==> src/rtl/thermal_pkg.sv <==
// Shared definitions for the thermal covert channel: FSM states, timing and
// preamble defaults, shared by the transmitter and the receiver.
package thermal_pkg;

  typedef enum logic [2:0] {
    ST_IDLE  = 3'd0,
    ST_PRE   = 3'd1,
    ST_DATA  = 3'd2,
    ST_PAR   = 3'd3,
    ST_GUARD = 3'd4
  } state_e;

  localparam int unsigned DEF_BIT_PERIOD   = 33554432;
  localparam int unsigned DEF_GUARD_PERIOD = 67108864;
  localparam int unsigned DEF_PRE_LEN      = 4;
  localparam logic [DEF_PRE_LEN-1:0] DEF_PREAMBLE = 4'b1010;

  function automatic int unsigned max_u(input int unsigned a, input int unsigned b);
    return (a > b) ? a : b;
  endfunction

endpackage

==> src/rtl/thermal_heater_bank.sv <==
// Bank of heater flops: toggles every clock while enabled, held at zero otherwise.
module thermal_heater_bank #(
  parameter int unsigned HEATER_WIDTH = 1024
) (
  input  logic clk,
  input  logic rst,
  input  logic enable,
  output logic probe
);

  (* keep = "true" *) logic [HEATER_WIDTH-1:0] bank_q;

  // NOTE: the bank is plain flops, not a RAM, so it takes the async clear like any
  // other register; a reset must stop the heating at once.
  always_ff @(posedge clk or posedge rst) begin
    if (rst) begin
      bank_q <= '0;
    end else if (enable) begin
      // NOTE: sequential state is always assigned with <= so every flop samples
      // pre-edge values regardless of statement order.
      bank_q <= ~bank_q;
    end else begin
      bank_q <= '0;
    end
  end

  assign probe = bank_q[0];

endmodule

==> src/rtl/thermal_channel_tx.sv <==
// Transmit end of the thermal covert channel: sends preamble, payload and even
// parity as on-off-keyed heater symbols, then enforces a cool-down guard.
module thermal_channel_tx
  import thermal_pkg::*;
#(
  parameter int unsigned BIT_PERIOD   = DEF_BIT_PERIOD,
  parameter int unsigned GUARD_PERIOD = DEF_GUARD_PERIOD,
  parameter int unsigned HEATER_WIDTH = 1024,
  parameter int unsigned MSG_WIDTH    = 8,
  parameter int unsigned PRE_LEN      = DEF_PRE_LEN,
  parameter logic [PRE_LEN-1:0] PREAMBLE = DEF_PREAMBLE
) (
  input  logic                 clk,
  input  logic                 rst,
  input  logic                 start,
  input  logic [MSG_WIDTH-1:0] data,
  output logic                 busy,
  output logic                 done,
  output logic                 heat_on,
  output logic [3:0]           bit_idx,
  output logic                 heat_probe
);

  localparam int unsigned CNT_W     = $clog2(max_u(BIT_PERIOD, GUARD_PERIOD));
  localparam int unsigned FRAME_LEN = PRE_LEN + MSG_WIDTH + 1;

  state_e               state_q, state_d;
  logic [CNT_W-1:0]     cnt_q, cnt_d;
  logic [3:0]           idx_q, idx_d;
  logic [FRAME_LEN-1:0] shreg_q, shreg_d;
  logic                 busy_q, busy_d;
  logic                 done_q, done_d;
  logic                 heat_on_q, heat_on_d;
  logic                 sym_end;
  logic                 guard_end;

  assign sym_end   = (cnt_q == CNT_W'(BIT_PERIOD - 1));
  assign guard_end = (cnt_q == CNT_W'(GUARD_PERIOD - 1));

  // NOTE: every signal gets a default at the top of always_comb so no path can
  // leave one unassigned and infer a latch.
  always_comb begin
    state_d = state_q;
    cnt_d   = cnt_q + 1'b1;
    idx_d   = idx_q;
    shreg_d = shreg_q;
    done_d  = 1'b0;

    unique case (state_q)
      ST_IDLE: begin
        cnt_d = '0;
        if (start) begin
          // Whole frame is loaded at once; the MSB is always the symbol on air.
          state_d = ST_PRE;
          idx_d   = '0;
          shreg_d = {PREAMBLE, data, ^data};
        end
      end
      ST_PRE: begin
        if (sym_end) begin
          cnt_d   = '0;
          shreg_d = shreg_q << 1;
          if (idx_q == 4'(PRE_LEN - 1)) begin
            state_d = ST_DATA;
            idx_d   = '0;
          end else begin
            idx_d = idx_q + 1'b1;
          end
        end
      end
      ST_DATA: begin
        if (sym_end) begin
          cnt_d   = '0;
          shreg_d = shreg_q << 1;
          if (idx_q == 4'(MSG_WIDTH - 1)) begin
            state_d = ST_PAR;
            idx_d   = '0;
          end else begin
            idx_d = idx_q + 1'b1;
          end
        end
      end
      ST_PAR: begin
        if (sym_end) begin
          cnt_d   = '0;
          shreg_d = shreg_q << 1;
          state_d = ST_GUARD;
        end
      end
      ST_GUARD: begin
        if (guard_end) begin
          cnt_d   = '0;
          state_d = ST_IDLE;
          done_d  = 1'b1;
        end
      end
      default: begin
        cnt_d   = '0;
        idx_d   = '0;
        state_d = ST_IDLE;
      end
    endcase

    busy_d    = (state_d != ST_IDLE);
    heat_on_d = ((state_d == ST_PRE) || (state_d == ST_DATA) || (state_d == ST_PAR))
                ? shreg_d[FRAME_LEN-1] : 1'b0;
  end

  always_ff @(posedge clk or posedge rst) begin
    if (rst) begin
      state_q   <= ST_IDLE;
      cnt_q     <= '0;
      idx_q     <= '0;
      shreg_q   <= '0;
      busy_q    <= 1'b0;
      done_q    <= 1'b0;
      heat_on_q <= 1'b0;
    end else begin
      state_q   <= state_d;
      cnt_q     <= cnt_d;
      idx_q     <= idx_d;
      shreg_q   <= shreg_d;
      busy_q    <= busy_d;
      done_q    <= done_d;
      heat_on_q <= heat_on_d;
    end
  end

  thermal_heater_bank #(
    .HEATER_WIDTH(HEATER_WIDTH)
  ) u_heater_bank (
    .clk   (clk),
    .rst   (rst),
    .enable(heat_on_q),
    .probe (heat_probe)
  );

  assign busy    = busy_q;
  assign done    = done_q;
  assign heat_on = heat_on_q;
  assign bit_idx = idx_q;

endmodule

==> config.mk <==
export PLATFORM = sky130hd
export DESIGN_NAME = thermal_channel_tx
export DESIGN_NICKNAME = d
export VERILOG_FILES = /design/src/rtl/thermal_pkg.sv /design/src/rtl/thermal_heater_bank.sv /design/src/rtl/thermal_channel_tx.sv
export SDC_FILE = /design/constraint.sdc
export NUM_CORES = 2
export LEC_CHECK = 0
export CELL_PAD_IN_SITES_DETAIL_PLACEMENT = 2
export CELL_PAD_IN_SITES_GLOBAL_PLACEMENT = 2
export CORE_UTILIZATION = 43
export CTS_CLUSTER_DIAMETER = 200
export DETAILED_ROUTE_END_ITERATION = 7
export HOLD_SLACK_MARGIN = 0.15
export PLACE_DENSITY_LB_ADDON = 0.1
export SLEW_MARGIN = 30
export SYNTH_ARGS = -nofsm -noshare
export SYNTH_HDL_FRONTEND = slang
export SYNTH_HIERARCHICAL = 1
export SYNTH_SLANG_ARGS = --single-unit
==> constraint.sdc <==
create_clock -name clk -period 30.6 [get_ports clk]
set_clock_uncertainty 0.1 [all_clocks]
set_input_delay 3.06 -clock clk [delete_from_list [all_inputs] [get_ports clk]]
set_output_delay 3.06 -clock clk [all_outputs]
set_load 0.02 [all_outputs]
### After elaboration in Yosys (flattened, before gate mapping)

Index checks and enable logic that the tools add are counted.

| storage, ports and cells | value |
|---|---|
| bits in registers | 1073 |
| bits of input ports | 11 |
| output and inout port bits | 8 |
| logic and storage cells | 62 |

| operators by class | value |
|---|---|
| add/subtract/negate cells | 2 |
| equal/unequal tests | 15 |
| multiplexer cells | 24 |
| bitwise logic cells | 2 |
| reduce and logical (&&, ||, !) cells | 10 |

Operator list:

| kind | count |
|---|---|
| 1024-bit two-way mux | 1 |
| 1024-bit NOT | 1 |
| 26-bit two-way mux | 2 |
| 26-bit case mux with 2 select lines | 1 |
| 26-bit by 1-bit adder with 26-bit output, second input constant | 1 |
| 26-bit by 25-bit equality test with 1-bit output, second input constant | 1 |
| 26-bit equality test, second input constant | 1 |
| 13-bit two-way mux | 2 |
| 13-bit case mux with 2 select lines | 1 |
| 3-bit two-way mux | 7 |
| 4-bit two-way mux | 5 |
| 4-bit case mux with 4 select lines | 1 |
| 3-bit case mux with 5 select lines | 1 |
| 3-bit by 2-bit equality test with 1-bit output, second input constant | 4 |
| 8-bit XOR reduction | 1 |
| 3-bit by 1-bit equality test with 1-bit output, second input constant | 2 |
| 2-bit inequality test, second input constant | 3 |
| 4-bit by 1-bit adder with 4-bit output, second input constant | 1 |
| 4-bit by 2-bit equality test with 1-bit output, second input constant | 1 |
| 4-bit by 3-bit equality test with 1-bit output, second input constant | 1 |
| 4-bit AND reduction | 1 |
| 3-bit equality test, second input constant | 1 |
| 3-bit zero test | 1 |
| 1-bit two-way mux | 3 |
| 8 further kinds | 9 |

### Logic depth before layout (Yosys ltp)

| depth | value |
|---|---|
| depth after elaboration | 8 |
| mapped depth | 7 |
| depth with buffers taken out | 6 |

### By module

The synthesis kept the hierarchy.

Modules (own cells, without submodules):

| module | times used | cells each | area each (sq um) | sequential area each (sq um) |
|---|---|---|---|---|
| thermal_heater_bank | 1 | 2164 | 36062.1 | 25624.6 |
| thermal_channel_tx | 1 | 269 | 2638.8 | 1226.2 |

### Worst setup path after synthesis

OpenSTA, ideal clock, no wires.

| timing | value |
|---|---|
| path kind | in2reg |
| start | in start |
| end | reg idx_q[3], in the netlist bit_idx[3] |
| library setup time | 0.120 ns |
| arrival | 3.847 ns |
| data required time | 30.380 ns |
| setup slack | 26.533 ns |
| stages | 4 |
| buffers on the path | 0 |
| cells stage by stage | and3_1 > a31oi_1 > nand3_1 > a31o_1 |

| between the ends | value |
|---|---|
| word-level cells in the longest chain between the ends | 2 |

RTL lines:

| element | line | RTL |
|---|---|---|
| start: declaration | thermal_channel_tx.sv:15 | `input logic start,` |
| 2-bit inequality test (no line) | -- |  |
| 4-bit AND reduction (no line) | -- |  |
| end signal: assignment | thermal_channel_tx.sv:121 | `idx_q <= idx_d;` |
| end: declaration | thermal_channel_tx.sv:29 | `logic [3:0] idx_q, idx_d;` |

No other way between the ends.
A chain may end at the register's enable or synchronous reset.

### Final worst setup path

| timing | value |
|---|---|
| start | reg idx_q[3], in the netlist bit_idx[3] |
| end | out bit_idx[3] |

RTL lines:

| element | line | RTL |
|---|---|---|
| end: declaration | thermal_channel_tx.sv:20 | `output logic [3:0] bit_idx,` |

No word-level cell between the ends.

==> qor.yml <==
sta:
  finalCritPeriodShare_pct: 15.11
  finalSetupViolCount: 0
  hold_viol: 0
  max_freq_ghz: 0.2163
  fin_ws_ns: 25.98
  period_minus_slack_ns: 4.624
  drv_slew: 0
  slew_headroom_pct: 58.47
  worstMarginPinSlew_ns: 0.6207
  tns_ns: 0
  grt_setup_unrepaired: "false"
worst_setup_path:
  max_stage_delay_ns: 0.66
  critPathCaptureType: "primary output"
  crit_type: "register to primary output"
  cp-start-kind: "register"
  cp_num_cells: 1
  cp_slowest_cell: "clkdlybuf4s50_1"
  r2r_start: "cnt_q[0]$_DFF_PP0_"
  path_delay_family: "buffers and inverters"
  reg2regPathDepth: 6
  crit_chain: "clkdlybuf4s50_1"
  crit_required_ns: 27.44
  crit_start: "bit_idx[3]$_DFFE_PP0P_"
  cp.buffers_inverters: 1
  cp.arrival_ns: 1.46
  path_max_fanout: 8
place:
  numPortBuffers: 18
  dpl.hpwl_mm: 4.704
  placed_area_um2: 2888
  place_ws_ns: 25.67
  place.gp.congestion: 0.7863
layout:
  layout_common_cells: "dfrtp_1, nor2_1, xnor2_1"
  fill_cells: 651
  layout-drive-gt1-share_pct: 7.612
  antennaDiodeCount: 0
  multi_input_area_um2: 1315
  final_common_cell: "dfrtp_1"
  regArea_um2: 1251
  syn2layout_area_growth_pct: 10.92
  final_nets: 301
  post-route-util_pct: 49.85
  design_area_um2: 2987
drt:
  via_count: 2076
  wl_per_cell_um: 18.31
  routed_wl_mm: 6.666
  topRoutingLayerUsed: "met4"
  drc: 0
  wl_met2_mm: 3.316
  viasPerCell: 5.703
  met1_length_mm: 3.079
  first_iter_violations: 85
  drt-pass1-iter-count: 4
  ant_nets: 0
  wl_met3_um: 163
floorplan:
  start_util_pct: 44.95
  placementRows: 28
  dieWidth_um: 81.13
  dieArea_um2: 6582
  io_pins: 19
  core_area_um2: 5991
  die_h_um: 81.13
grt:
  grt_pass1_vias: 2212
  grt_remaining_overflow: 0
  grt_pass1_wl_mm: 11.14
  antenna_found_initial: 0
  grtUsageTotal_pct: 22.48
  grt_start_max_net_pins: 50
min_path:
  min_from: "u_heater_bank/bank_q[0]$_DFF_PP0_"
  hold_path.class: "register to register"
  whs_path_depth: 1
clock_network:
  path_clk_slew_ns: 0.11
  ctsHoldBuffers: 0
  cts_tree: "yes"
  clock_latency_ns: 0.31
  clock_sinks: 50
  post-cts-setup-buffer-count: 0
  cts_made_buffers: 5
  root_buffer: "clkbuf_8"
  cts_resized: 0
  clock_path_buffers: 2
  htreeDepth: 2
synth:
  postSynthAreaPerCell_um2: 9.827
  yosysWarningCount: 6
  syn-num-nets: 287
  netlist_area_um2: 2693
  synthCells: 274
power:
  leakagePower_nw: 1.295
  powerDensity_nw_per_um2: 48.30
  peakVddDrop_v: 0.00002849
outcome:
  status: "completed"
job:
  cap_viol_max_count: 0
==> power breakdown <==
part | internal (mW) | switching [mW] | total (mW)
Clock | 0.0187 | 0.0239 | 0.0426
Combinational | 0.0102 | 0.0101 | 0.0203
Sequential | 0.0733 | 0.00807 | 0.0813
Total | 0.102 | 0.0421 | 0.144
==> final cells by class <==
| class | count | share of cell area [%] |
|---|---|---|
| clock buffer | 6 | 2.765 |
| clock inverter | 2 | 0.5446 |
| inverter | 12 | 1.592 |
| multi-input combinational | 201 | 44.03 |
| sequential | 50 | 41.89 |
| tap | 75 | 3.142 |
| timing repair buffer | 18 | 6.033 |
==> final timing paths <==
check                                               endpoint  slack, ns
max reg2reg                           shreg_q[2]$_DFFE_PP0P_      28.11
min in group asynchronous  u_heater_bank/bank_q[0]$_DFF_PP0_       2.87
min reg2reg                u_heater_bank/bank_q[0]$_DFF_PP0_       0.34
min                        u_heater_bank/bank_q[0]$_DFF_PP0_       0.34
max in group asynchronous                cnt_q[14]$_DFF_PP0_      26.85
max                                               bit_idx[3]      25.98
==> per-stage QoR <==
stage	total power, mW	hold slack, ns	std cells
6_report	0.1443	0.3395	364
5_1_grt	0.1515	0.3713	364
4_1_cts	0.1462	0.3443	364
3_5_place_dp	0.1033	0.3301	356
3_3_place_gp	0.1014	0.3205	356
2_1_floorplan	0.09547	0.3224	274
==> routing by layer <==
layer | vias up | GRT usage, %
li1 | 972 | -
met1 | 1065 | 30.21
met2 | 30 | 36.97
met3 | 9 | 3.596
met4 | 0 | 7.143
met5 | - | 0
==> sequential cells by signal (all words and copies together) (netlist names) <==
name                  cells
heat_on                   1
busy                      1
shreg_q                  13
u_heater_bank/bank_q      1
state_q                   3
cnt_q                    26
bit_idx                   4
done                      1
Note: power is estimated with default switching activity, not from simulation.
